--- config.mk ---
export PLATFORM = sky130hd
export DESIGN_NAME = dds_rom_arbiter_flat
export DESIGN_NICKNAME = d
export VERILOG_FILES = /design/src/rtl/dds_rom_arbiter_if.sv /design/src/rtl/dds_rom_arbiter.sv /design/src/flat_wrapper.sv
export SDC_FILE = /design/constraint.sdc
export NUM_CORES = 1
export LEC_CHECK = 0
export ABC_AREA = 1
export BUFFER_PORTS_ARGS = -buffer_cell sky130_fd_sc_hd__buf_2
export CAP_MARGIN = 20
export CORE_UTILIZATION = 55
export CTS_CLUSTER_DIAMETER = 100
export DETAILED_ROUTE_END_ITERATION = 12
export PLACE_DENSITY = 0.73
export SLEW_MARGIN = 20
export SYNTH_ARGS = -nofsm -noshare
export SYNTH_HDL_FRONTEND = slang
export SYNTH_SLANG_ARGS = --single-unit
export TNS_END_PERCENT = 100
--- constraint.sdc ---
create_clock -name sclk -period 4.8 [get_ports sclk]
set_clock_uncertainty 0.2 [all_clocks]
set_input_delay 0.48 -clock sclk [delete_from_list [all_inputs] [get_ports sclk]]
set_output_delay 0.48 -clock sclk [all_outputs]
set_load 0.1 [all_outputs]
--- src/rtl/dds_rom_arbiter_if.sv ---
// Bus bundle for dds_rom_arbiter: channel config, per-channel request/grant,
// shared sine-ROM port and the channel-tagged sample return.
interface dds_rom_arbiter_if #(
   parameter int N_CH = 4
);
   localparam int CW = (N_CH > 1) ? $clog2(N_CH) : 1;

   logic            cfg_we;
   logic [CW-1:0]   cfg_ch;
   logic [31:0]     cfg_fw;
   logic            cfg_clr;
`ifdef PHASE_OFFSET_EN
   logic            cfg_ofs_we;
   logic [7:0]      cfg_ofs;
`endif
   logic [N_CH-1:0] req_i;
   logic [N_CH-1:0] gnt_o;
   logic [7:0]      rom_addr_o;
   logic [7:0]      rom_q_i;
   logic [7:0]      sample_o;
   logic [CW-1:0]   sample_ch_o;
   logic            sample_v_o;

   modport slave (
      input  cfg_we, cfg_ch, cfg_fw, cfg_clr,
`ifdef PHASE_OFFSET_EN
      input  cfg_ofs_we, cfg_ofs,
`endif
      input  req_i, rom_q_i,
      output gnt_o, rom_addr_o, sample_o, sample_ch_o, sample_v_o
   );

   modport master (
      output cfg_we, cfg_ch, cfg_fw, cfg_clr,
`ifdef PHASE_OFFSET_EN
      output cfg_ofs_we, cfg_ofs,
`endif
      output req_i, rom_q_i,
      input  gnt_o, rom_addr_o, sample_o, sample_ch_o, sample_v_o
   );
endinterface

--- src/rtl/dds_rom_arbiter.sv ---
// N_CH DDS phase accumulators sharing one 256x8 sine ROM through a round-robin arbiter.
// Optional per-channel 8-bit phase offset on the ROM address when PHASE_OFFSET_EN is defined.
module dds_rom_arbiter #(
   parameter int          N_CH   = 4,
   parameter logic [31:0] FW_RST = 32'd6710886
) (
   input logic              sclk,
   input logic              rst,
   dds_rom_arbiter_if.slave bus
);
   localparam int CW = (N_CH > 1) ? $clog2(N_CH) : 1;

   logic [31:0]     phase_q [N_CH];
   logic [31:0]     phase_d [N_CH];
   logic [31:0]     fw_q    [N_CH];
   logic [31:0]     fw_d    [N_CH];
`ifdef PHASE_OFFSET_EN
   logic [7:0]      ofs_q   [N_CH];
   logic [7:0]      ofs_d   [N_CH];
`endif
   logic [CW-1:0]   ptr_q, ptr_d;
   logic [N_CH-1:0] gnt_q, gnt_d;
   logic [7:0]      addr_q, addr_d;
   logic            v1_q, v2_q;
   logic [CW-1:0]   ch1_q, ch2_q;
   logic [7:0]      sample_q;
   logic [CW-1:0]   sample_ch_q;
   logic            sample_v_q;

   logic [N_CH-1:0] elig_s;
   logic            win_v_s;
   logic [CW-1:0]   win_ch_s;
   logic            cfg_ok_s;

   // Round-robin pick; scanning from the far end lets the nearest eligible channel win last.
   always_comb begin
      elig_s   = bus.req_i & ~gnt_q;
      win_v_s  = 1'b0;
      win_ch_s = '0;
      for (int i = N_CH - 1; i >= 0; i--) begin
         win_ch_s = elig_s[(int'(ptr_q) + i) % N_CH] ? CW'((int'(ptr_q) + i) % N_CH) : win_ch_s;
         win_v_s  = win_v_s | elig_s[(int'(ptr_q) + i) % N_CH];
      end
   end

   // Next state: lookup and accumulate for the winner, then config writes override.
   always_comb begin
      phase_d  = phase_q;
      fw_d     = fw_q;
      ptr_d    = ptr_q;
      gnt_d    = '0;
      addr_d   = addr_q;
      cfg_ok_s = (int'(bus.cfg_ch) < N_CH);
`ifdef PHASE_OFFSET_EN
      ofs_d    = ofs_q;
`endif
      if (win_v_s) begin
         gnt_d[win_ch_s]   = 1'b1;
         ptr_d             = (int'(win_ch_s) == N_CH - 1) ? '0 : win_ch_s + CW'(1);
`ifdef PHASE_OFFSET_EN
         addr_d            = phase_q[win_ch_s][31:24] + ofs_q[win_ch_s];
`else
         addr_d            = phase_q[win_ch_s][31:24];
`endif
         phase_d[win_ch_s] = phase_q[win_ch_s] + fw_q[win_ch_s];
      end else begin
         gnt_d = '0;
      end
      if (bus.cfg_we && cfg_ok_s) begin
         fw_d[bus.cfg_ch] = bus.cfg_fw;
         if (bus.cfg_clr) begin
            phase_d[bus.cfg_ch] = 32'd0;
         end else begin
            phase_d[bus.cfg_ch] = phase_d[bus.cfg_ch];
         end
      end else begin
         fw_d = fw_d;
      end
`ifdef PHASE_OFFSET_EN
      if (bus.cfg_ofs_we && cfg_ok_s) begin
         ofs_d[bus.cfg_ch] = bus.cfg_ofs;
      end else begin
         ofs_d = ofs_d;
      end
`endif
   end

   // State and output registers; the v1/v2 stages track the two-cycle ROM round trip.
   always_ff @(posedge sclk) begin
      if (rst) begin
         for (int i = 0; i < N_CH; i++) begin
            phase_q[i] <= 32'd0;
            fw_q[i]    <= FW_RST;
`ifdef PHASE_OFFSET_EN
            ofs_q[i]   <= 8'd0;
`endif
         end
         ptr_q       <= '0;
         gnt_q       <= '0;
         addr_q      <= 8'd0;
         v1_q        <= 1'b0;
         v2_q        <= 1'b0;
         ch1_q       <= '0;
         ch2_q       <= '0;
         sample_q    <= 8'd0;
         sample_ch_q <= '0;
         sample_v_q  <= 1'b0;
      end else begin
         phase_q    <= phase_d;
         fw_q       <= fw_d;
`ifdef PHASE_OFFSET_EN
         ofs_q      <= ofs_d;
`endif
         ptr_q      <= ptr_d;
         gnt_q      <= gnt_d;
         addr_q     <= addr_d;
         v1_q       <= win_v_s;
         ch1_q      <= win_ch_s;
         v2_q       <= v1_q;
         ch2_q      <= ch1_q;
         sample_v_q <= v2_q;
         if (v2_q) begin
            sample_q    <= bus.rom_q_i;
            sample_ch_q <= ch2_q;
         end
      end
   end

   assign bus.gnt_o       = gnt_q;
   assign bus.rom_addr_o  = addr_q;
   assign bus.sample_o    = sample_q;
   assign bus.sample_ch_o = sample_ch_q;
   assign bus.sample_v_o  = sample_v_q;
endmodule

--- src/flat_wrapper.sv ---
// flat-port wrapper written by rule: the top's interface ports become plain ports
module dds_rom_arbiter_flat 
#(
   parameter int          N_CH   = 4,
   parameter logic [31:0] FW_RST = 32'd6710886
)
  (sclk, rst, bus_cfg_we, bus_cfg_ch, bus_cfg_fw, bus_cfg_clr, bus_req_i, bus_rom_q_i, bus_gnt_o, bus_rom_addr_o, bus_sample_o, bus_sample_ch_o, bus_sample_v_o);
  dds_rom_arbiter_if #(.N_CH(N_CH)) bus_i ();
  input logic sclk;
  input logic rst;
  input wire logic [$bits(bus_i.cfg_we)-1:0] bus_cfg_we;
  input wire logic [$bits(bus_i.cfg_ch)-1:0] bus_cfg_ch;
  input wire logic [$bits(bus_i.cfg_fw)-1:0] bus_cfg_fw;
  input wire logic [$bits(bus_i.cfg_clr)-1:0] bus_cfg_clr;
  input wire logic [$bits(bus_i.req_i)-1:0] bus_req_i;
  input wire logic [$bits(bus_i.rom_q_i)-1:0] bus_rom_q_i;
  output wire logic [$bits(bus_i.gnt_o)-1:0] bus_gnt_o;
  output wire logic [$bits(bus_i.rom_addr_o)-1:0] bus_rom_addr_o;
  output wire logic [$bits(bus_i.sample_o)-1:0] bus_sample_o;
  output wire logic [$bits(bus_i.sample_ch_o)-1:0] bus_sample_ch_o;
  output wire logic [$bits(bus_i.sample_v_o)-1:0] bus_sample_v_o;
  assign bus_i.cfg_we = bus_cfg_we;
  assign bus_i.cfg_ch = bus_cfg_ch;
  assign bus_i.cfg_fw = bus_cfg_fw;
  assign bus_i.cfg_clr = bus_cfg_clr;
  assign bus_i.req_i = bus_req_i;
  assign bus_i.rom_q_i = bus_rom_q_i;
  assign bus_gnt_o = bus_i.gnt_o;
  assign bus_rom_addr_o = bus_i.rom_addr_o;
  assign bus_sample_o = bus_i.sample_o;
  assign bus_sample_ch_o = bus_i.sample_ch_o;
  assign bus_sample_v_o = bus_i.sample_v_o;
  dds_rom_arbiter #(.N_CH(N_CH), .FW_RST(FW_RST)) u_core (.sclk(sclk), .rst(rst), .bus(bus_i));
endmodule
# Yosys cells after proc, flatten, opt, wreduce, memory -nomap -nowiden
# Index checks and enable logic that the tools add are counted.
totals:
  word_cells: 91
  input_bits: 50
  output_inout_bits: 23
  reg_bits: 287
classes:
  n_eq_ne: 1
  n_lt_le_gt_ge: 10
  reduce_logical: 7
  bitwise_logic: 13
  n_mux: 37
  add_sub_neg: 5
op_table:
  columns: ["operator", "n"]
  rows:
  - ["128-bit bitwise mux", 3]
  - ["128-bit 2-to-1 mux", 3]
  - ["32-bit 2-to-1 mux", 8]
  - ["32-bit binary-select mux with 2-bit select", 3]
  - ["128-bit bitwise AND", 1]
  - ["32-bit demux with 2-bit select", 2]
  - ["128-bit inverter", 1]
  - ["32-bit adder", 1]
  - ["3-bit by 4-bit < comparator with 1-bit output (second input constant)", 3]
  - ["2-bit 2-to-1 mux", 5]
  - ["1-bit binary-select mux with 2-bit select", 4]
  - ["1-bit 2-to-1 mux", 8]
  - ["2-bit OR reduction", 4]
  - ["3-bit >= comparator (second input constant)", 2]
  - ["2-bit by 3-bit < comparator with 1-bit output (second input constant)", 2]
  - ["3-bit by 1-bit < comparator with 1-bit output (second input constant)", 2]
  - ["2-bit inverter with 3-bit output", 2]
  - ["2-bit by 1-bit adder with 2-bit output (second input constant)", 2]
  - ["2-bit adder (second input constant)", 2]
  - ["4-bit bitwise AND", 1]
  - ["4-bit inverter", 1]
  - ["1-bit bitwise AND (first input constant)", 3]
  - ["1-bit logical AND", 3]
  - ["1-bit OR", 3]
  - ["other kinds (4)", 4]

# Logic depth before layout (Yosys ltp)
depth:
  ltp_word: 23
  ltp_mapped: 31
  depth_no_buf: 28

# Least setup slack after synthesis
# Ideal clock, no wire load.
synth_path:
  path_kind: "flip-flop to flip-flop"
  start: "reg u_core.gnt_q[1] (netlist: u_core.bus.gnt_o[1])"
  end: "reg u_core.phase_q[88] (netlist bit)"
  period_less_slack_ns: 4.655
  t_arrival_ns: 4.390
  n_path_buf: 3
  stages_incl_launch_ff: 28
  t_required_ns: 4.535
  setup_time_ns: 0.065
  path_slack_ns: 0.145
  path_cell_list: "dfxtp_1 inv_1 nand3_1 nand2_1 nand2_1 nand2_2 nand2_1 nand3_2 nand2_2 buf_6 buf_4 buf_2 nand2_1 a31oi_1 ha_1 inv_1 fa_1 o21ai_1 a21oi_1 o21ai_1 nand2_1 nand2_1 nor2_1 o211ai_1 nand3_1 o21ai_0 o31ai_1 nor2_1"
synth_via:
  elab_chain_cells: 22
  elab_cells_between_ends: 42
  classes_between: "add/sub (1); order compare (2); mux (31); bitwise (7); reduce/logical (1)"
synth_lines:
  columns: ["item", "line", "rtl"]
  rows:
  - ["from (decl)", "dds_rom_arbiter.sv:22", "logic [N_CH-1:0] gnt_q, gnt_d;"]
  - ["from (signal assigned)", "dds_rom_arbiter.sv:115", "gnt_q <= gnt_d;"]
  - ["4-bit inverter *", "dds_rom_arbiter.sv:37", "elig_s = bus.req_i & ~gnt_q;"]
  - ["4-bit bitwise AND *", "dds_rom_arbiter.sv:37", null]
  - ["1-bit binary-select mux with 2-bit select", "dds_rom_arbiter.sv:41, dds_rom_arbiter.sv:42", null]
  - ["1-bit 2-to-1 mux (implied by the code) (2 in series)", "dds_rom_arbiter.sv:41, dds_rom_arbiter.sv:42", null]
  - ["2-bit 2-to-1 mux (4 in series)", "dds_rom_arbiter.sv:41", "win_ch_s = elig_s[(int'(ptr_q) + i) % N_CH] ? CW'((int'(ptr_q) + i) % N_CH) : win_ch_s;"]
  - ["2-bit inverter with 3-bit output (implied by the code)", "dds_rom_arbiter.sv:65", "phase_d[win_ch_s] = phase_q[win_ch_s] + fw_q[win_ch_s];"]
  - ["32-bit binary-select mux with 2-bit select, or another cell as far along", "dds_rom_arbiter.sv:65", null]
  - ["32-bit 2-to-1 mux (implied by the code) / 1-bit logical AND (equally long branches)", "dds_rom_arbiter.sv:65", null]
  - ["32-bit 2-to-1 mux (implied by the code)", "dds_rom_arbiter.sv:65", null]
  - ["32-bit adder / 32-bit demux with 2-bit select (equally long branches)", "dds_rom_arbiter.sv:65", null]
  - ["128-bit bitwise mux", "dds_rom_arbiter.sv:65", null]
  - ["128-bit 2-to-1 mux *", "dds_rom_arbiter.sv:57", "if (win_v_s) begin"]
  - ["32-bit binary-select mux with 2-bit select", "dds_rom_arbiter.sv:74", "phase_d[bus.cfg_ch] = phase_d[bus.cfg_ch];"]
  - ["32-bit 2-to-1 mux (implied by the code) (2 in series)", "dds_rom_arbiter.sv:74", null]
  - ["128-bit bitwise mux", "dds_rom_arbiter.sv:74", null]
  - ["128-bit 2-to-1 mux", "dds_rom_arbiter.sv:71", "if (bus.cfg_clr) begin"]
  - ["128-bit 2-to-1 mux *", "dds_rom_arbiter.sv:69", "if (bus.cfg_we && cfg_ok_s) begin"]
  - ["to (signal assigned)", "dds_rom_arbiter.sv:109", "phase_q <= phase_d;"]
  - ["to (decl)", "dds_rom_arbiter.sv:13", "logic [31:0] phase_q [N_CH];"]
# Every way passes the cells marked *; elsewhere a longest branch is shown, timed or not. The select of a mux whose other input is x is not followed.
# A chain may end at the register's enable or synchronous reset.

# Worst setup path after layout
layout_path:
  start: "reg u_core.ptr_q[0]"
  end: "reg u_core.phase_q[82] (netlist bit)"
layout_via:
  elab_chain_cells: 21
  elab_cells_between_ends: 43
  classes_between: "add/sub (4); order compare (2); mux (31); bitwise (5); reduce/logical (1)"
layout_lines:
  columns: ["item", "line", "rtl"]
  rows:
  - ["from (decl)", "dds_rom_arbiter.sv:21", "logic [CW-1:0] ptr_q, ptr_d;"]
  - ["from (signal assigned)", "dds_rom_arbiter.sv:114", "ptr_q <= ptr_d;"]
  - ["2-bit adder", "dds_rom_arbiter.sv:41, dds_rom_arbiter.sv:42", null]
  - ["1-bit binary-select mux with 2-bit select", "dds_rom_arbiter.sv:41, dds_rom_arbiter.sv:42", null]
  - ["1-bit 2-to-1 mux (implied by the code) (2 in series)", "dds_rom_arbiter.sv:41, dds_rom_arbiter.sv:42", null]
  - ["2-bit 2-to-1 mux (4 in series)", "dds_rom_arbiter.sv:41", null]
  - ["2-bit inverter with 3-bit output (implied by the code)", "dds_rom_arbiter.sv:65", null]
  - ["32-bit binary-select mux with 2-bit select, or another cell as far along", "dds_rom_arbiter.sv:65", null]
  - ["32-bit 2-to-1 mux (implied by the code) / 1-bit logical AND (equally long branches)", "dds_rom_arbiter.sv:65", null]
  - ["32-bit 2-to-1 mux (implied by the code)", "dds_rom_arbiter.sv:65", null]
  - ["32-bit adder / 32-bit demux with 2-bit select (equally long branches)", "dds_rom_arbiter.sv:65", null]
  - ["128-bit bitwise mux", "dds_rom_arbiter.sv:65", null]
  - ["128-bit 2-to-1 mux *", "dds_rom_arbiter.sv:57", null]
  - ["32-bit binary-select mux with 2-bit select", "dds_rom_arbiter.sv:74", null]
  - ["32-bit 2-to-1 mux (implied by the code) (2 in series)", "dds_rom_arbiter.sv:74", null]
  - ["128-bit bitwise mux", "dds_rom_arbiter.sv:74", null]
  - ["128-bit 2-to-1 mux", "dds_rom_arbiter.sv:71", null]
  - ["128-bit 2-to-1 mux *", "dds_rom_arbiter.sv:69", null]
# Marked as above.

==> impl.org <==
** Floorplan
- In this run the core area contains 60 standard-cell rows.
- Once the floorplan was initialized, standard cells occupied between 50 and 60% of the core.
- I/O pin total :: 73
- The die covers roughly 0.028 mm2.
- In this run the vertical extent of the chip is between 150 and 200 um.
- Measured along the x axis, the die boundary spans approximately 170 um.
- The core region is 0.0270 mm2.

** Synthesis
- In this run the mean area of a mapped cell was ~7.2 um2.
- Counting flops with an async set or reset pin after synthesis yields a share of 0%.
- Most repeated cell in the gate-level netlist after synthesis :: nor2_1
- Of all cell types, the one taking the most synthesized area is dfxtp_1.
- Instance count of the mapped netlist :: 2092
- Yosys mapped a number of flops with a built-in enable equal to 0.
- Top_reg_cell synth :: dfxtp_1
- The netlist uses 48 different library cells.
- Sequential cell area fraction in the yosys report :: a little under two fifths
- Area of the mapped netlist :: ~0.015 mm2
- By count the netlist is led by nor2_1 (415), nand2_1 (309), dfxtp_1 (287).
- Post-synthesis register bit count :: between 200 and 300
- The number of nets in the synthesized netlist is 2178.
- Number of warnings reported in the yosys synthesis log :: 0
- Share of the synthesized area in the top cell type :: 38.0%
- Top area cells in the synthesized netlist :: dfxtp_1 (38%), nor2_1 (10%), o21ai_0 (9.0%)

** Setup path
- STA puts the critical path data arrival time at around 4700 ps.
- Crit Reg-Reg Endpoint :: u_core.phase_q[82]
- The signal on the critical path passes through inv_2, nand3_1, nand2_2, nand2_2, nand2_1, inv_2, nand2_1, nand3_2, nand2_4, buf_12, o21ai_0, o22ai_1, ha_1, nand2_1, inv_1, a21oi_1, o21ai_0, a21oi_1, o21ai_0, or2_2, nand3_1, a32o_1, nor2_1.
- Delay of the slowest critical-path stage :: 390 ps
- Of all nets on the critical path, the largest fanout is 44.
- Library cell contributing the largest single delay on the critical path :: dfxtp_4
- Sort of element at the start of the critical path :: register
- STA puts the critical path data required time at about 5000 ps.
- Setup slack on the worst reg-to-reg path comes out at between 300 and 400 ps.
- The critical path in this run is classified as reg -> reg.
- For the worst flop-to-flop path, the logic depth is 23.
- Worst setup EP type :: register
- Worst flop-to-flop path startpoint :: u_core.ptr_q[0]

** Routing
- Per-cell routed wire length :: 18.3 um
- After detailed routing, the number of remaining DRC violations is 0.
- The first TritonRoute pass finished after 5 iterations.
- Vias per Instance :: roughly 6
- Final WL :: about 45 mm
- Number of design-rule violations left by the first detailed-router iteration :: 1559
- The routed layout has 14882 vias.
- Antenna Nets Post-Route :: 0

** STA
- Once routing completed, OpenROAD measured the worst setup slack at roughly 330 ps.
- Number of hold-slack violations in the final timing report :: 0
- Setup repair after global routing missed its margin :: yes
- Slew Viols, Final :: 0
- At the pin with the least slew margin, the transition time is roughly 850 ps.
- Based on the critical path, the design can be clocked at up to around 0.22 GHz.
- Period minus WS final :: 4470 ps
- Hold Worst Slack :: roughly 6.4 ps
- Setup violations remaining at the end of the flow were counted as 0.
- In this run the tightest slew margin relative to its limit is 43.0%.
- Post-route clock period utilization :: between 90 and 100%

** Layout
- Nets :: 2198
- After filler insertion, the fill cell instance count of the layout stands at between 2000 and 2500.
- Of the cells placed in the final design, the portion with a size suffix greater than 1 is a little over a tenth.
- Number of diodes :: 0
- Relative to the synthesized area, the layout overhead comes to 11.5%.

** Clock network
- Post-CTS setup buffer count :: 0
- Total number of clock tree sinks :: about 290
- In this run the clock root is driven by a clkbuf_16.
- TritonCTS built the clock tree.
- Counting along the longest clock path gives a buffer depth of 3.
- Clock insertion delay at the later pin of the skew report :: about 560 ps
- Clock tree synthesis inserted a total of 31 buffers.
- Clock Pin Slew Worst Setup and Hold Paths :: approximately 60 ps
- CTS HTree Levels :: 1

** Global route
- Pin count of the biggest net entering global routing :: 79
- GRT Resource Usage Total :: between 30% and 40%
- The number of antenna violations at the first check in global routing is 1.
- Total global routing overflow :: 0
- First-pass GRT wire length :: 72.7 mm
- Via count of the first global-routing pass :: about 14000

** Hold path
- Endpoint, Worst Hold :: u_core.fw_q[48]
- The worst hold path was traced through 3 stages.
- Startpoint of the most critical hold path :: bus_cfg_fw[16]
- Type of the tightest min-delay check :: in -> reg

** Placement
- Before CTS, the worst setup slack after placement is around 140 ps.
- In this run the tool buffered the top-level ports with 72 buffer cells.
- After legalization and detailed placement, the total HPWL measured approximately 28 mm.
- The congestion estimate from routability-driven global placement came to approximately 0.96.

** Outcome
- The flow ran to the end, and the final reports show no timing, DRC or antenna violations.

** Job
- Max_cap viols :: 0
## kinds of logic after synthesis
group                    after synthesis  share of synthesized area [%]
XOR/XNOR                              21                           1.27
flip-flops                           287                           38.0
AND/OR/NAND/NOR                      895                           24.6
multiplexers                          42                           2.78
adder cells (fa/ha/maj)               36                           3.03
AO/OA/AOI/OAI                        544                           22.4
buffers and inverters                267                           7.89
## flip-flops by register name (all words and copies together), names as in the netlist
name / cells
u_core.bus.rom_addr_o: 8
u_core.ch1_q: 2
u_core.v2_q: 1
u_core.phase_q: 128
u_core.bus.sample_v_o: 1
u_core.fw_q: 128
u_core.ch2_q: 2
u_core.ptr_q: 2
u_core.bus.gnt_o: 4
u_core.bus.sample_ch_o: 2
u_core.v1_q: 1
u_core.bus.sample_o: 8
## worst max-delay path, delay by kind of cell, from the launching register on
kind / cells / cell delay [ps]
AOI/OAI and AO/OA: 7 / 1500
adders and majority gates: 1 / 360
buffers and inverters: 4 / 470
DFF: 1 / 390
and+or+nand+nor: 11 / 1380
## layer usage
layer  part of all wire (%)  GRT usage, %
met1                     43          41.9
met2                     47          52.8
met3                    7.0          3.33
met4                    3.3          12.0
met5                  0.029             0
## worst max path at each step
stage               depth (start not counted)                  end           startpoint  slack, ps
global route                               24  u_core.phase_q[116]      u_core.ptr_q[0]        -30
CTS                                        28   u_core.phase_q[95]      u_core.ptr_q[0]         90
floorplan                                  27   u_core.phase_q[88]  u_core.bus.gnt_o[1]        140
global placement                           27   u_core.phase_q[95]      u_core.ptr_q[0]        250
detailed placement                         27   u_core.phase_q[95]      u_core.ptr_q[0]        140
finish                                     23   u_core.phase_q[82]      u_core.ptr_q[0]        330
## through the flow
stage / cells / instance area [um2] / util (%) / TNS [ps]
after global placement: 2392 / 15500 / 57.6 / 0
after global routing: 2476 / 16800 / 62.5 / -31.3
after detailed placement: 2392 / 15500 / 57.6 / 0
after CTS: 2476 / 16800 / 62.3 / 0
after floorplan: 2092 / 15100 / - / 0
final: 2476 / 16800 / 62.5 / 0
## placed cells by master, fill, tap and decap left out, drive strengths merged, types with 46 or more instances in the layout
cell    count
a21oi      46
a311oi     49
buf       116
clkbuf     49
dfxtp     287
inv       106
nand2     324
nand3     129
nor2      416
o21ai     276
o22ai      52
## area by class of cell
cell class	count	area, um2	share of cell area [%]
tap	341	427	2.53
clock buffer	49	903	5.36
inverter	110	414	2.46
multi-input combinational	1538	8220	48.8
sequential	287	5750	34.1
clock inverter	7	87.6	0.520
timing repair buffer	144	1040	6.17
## timing repair
item                       4_1_cts  5_1_grt
hold endpoints to repair        62        0
gates resized for setup          0       12
setup endpoints to repair        0       85
hold buffers                    28        0
Power is left out: the tool's default activity adds up to more than one toggle a clock period on the data nets, which glitch-free logic cannot reach.
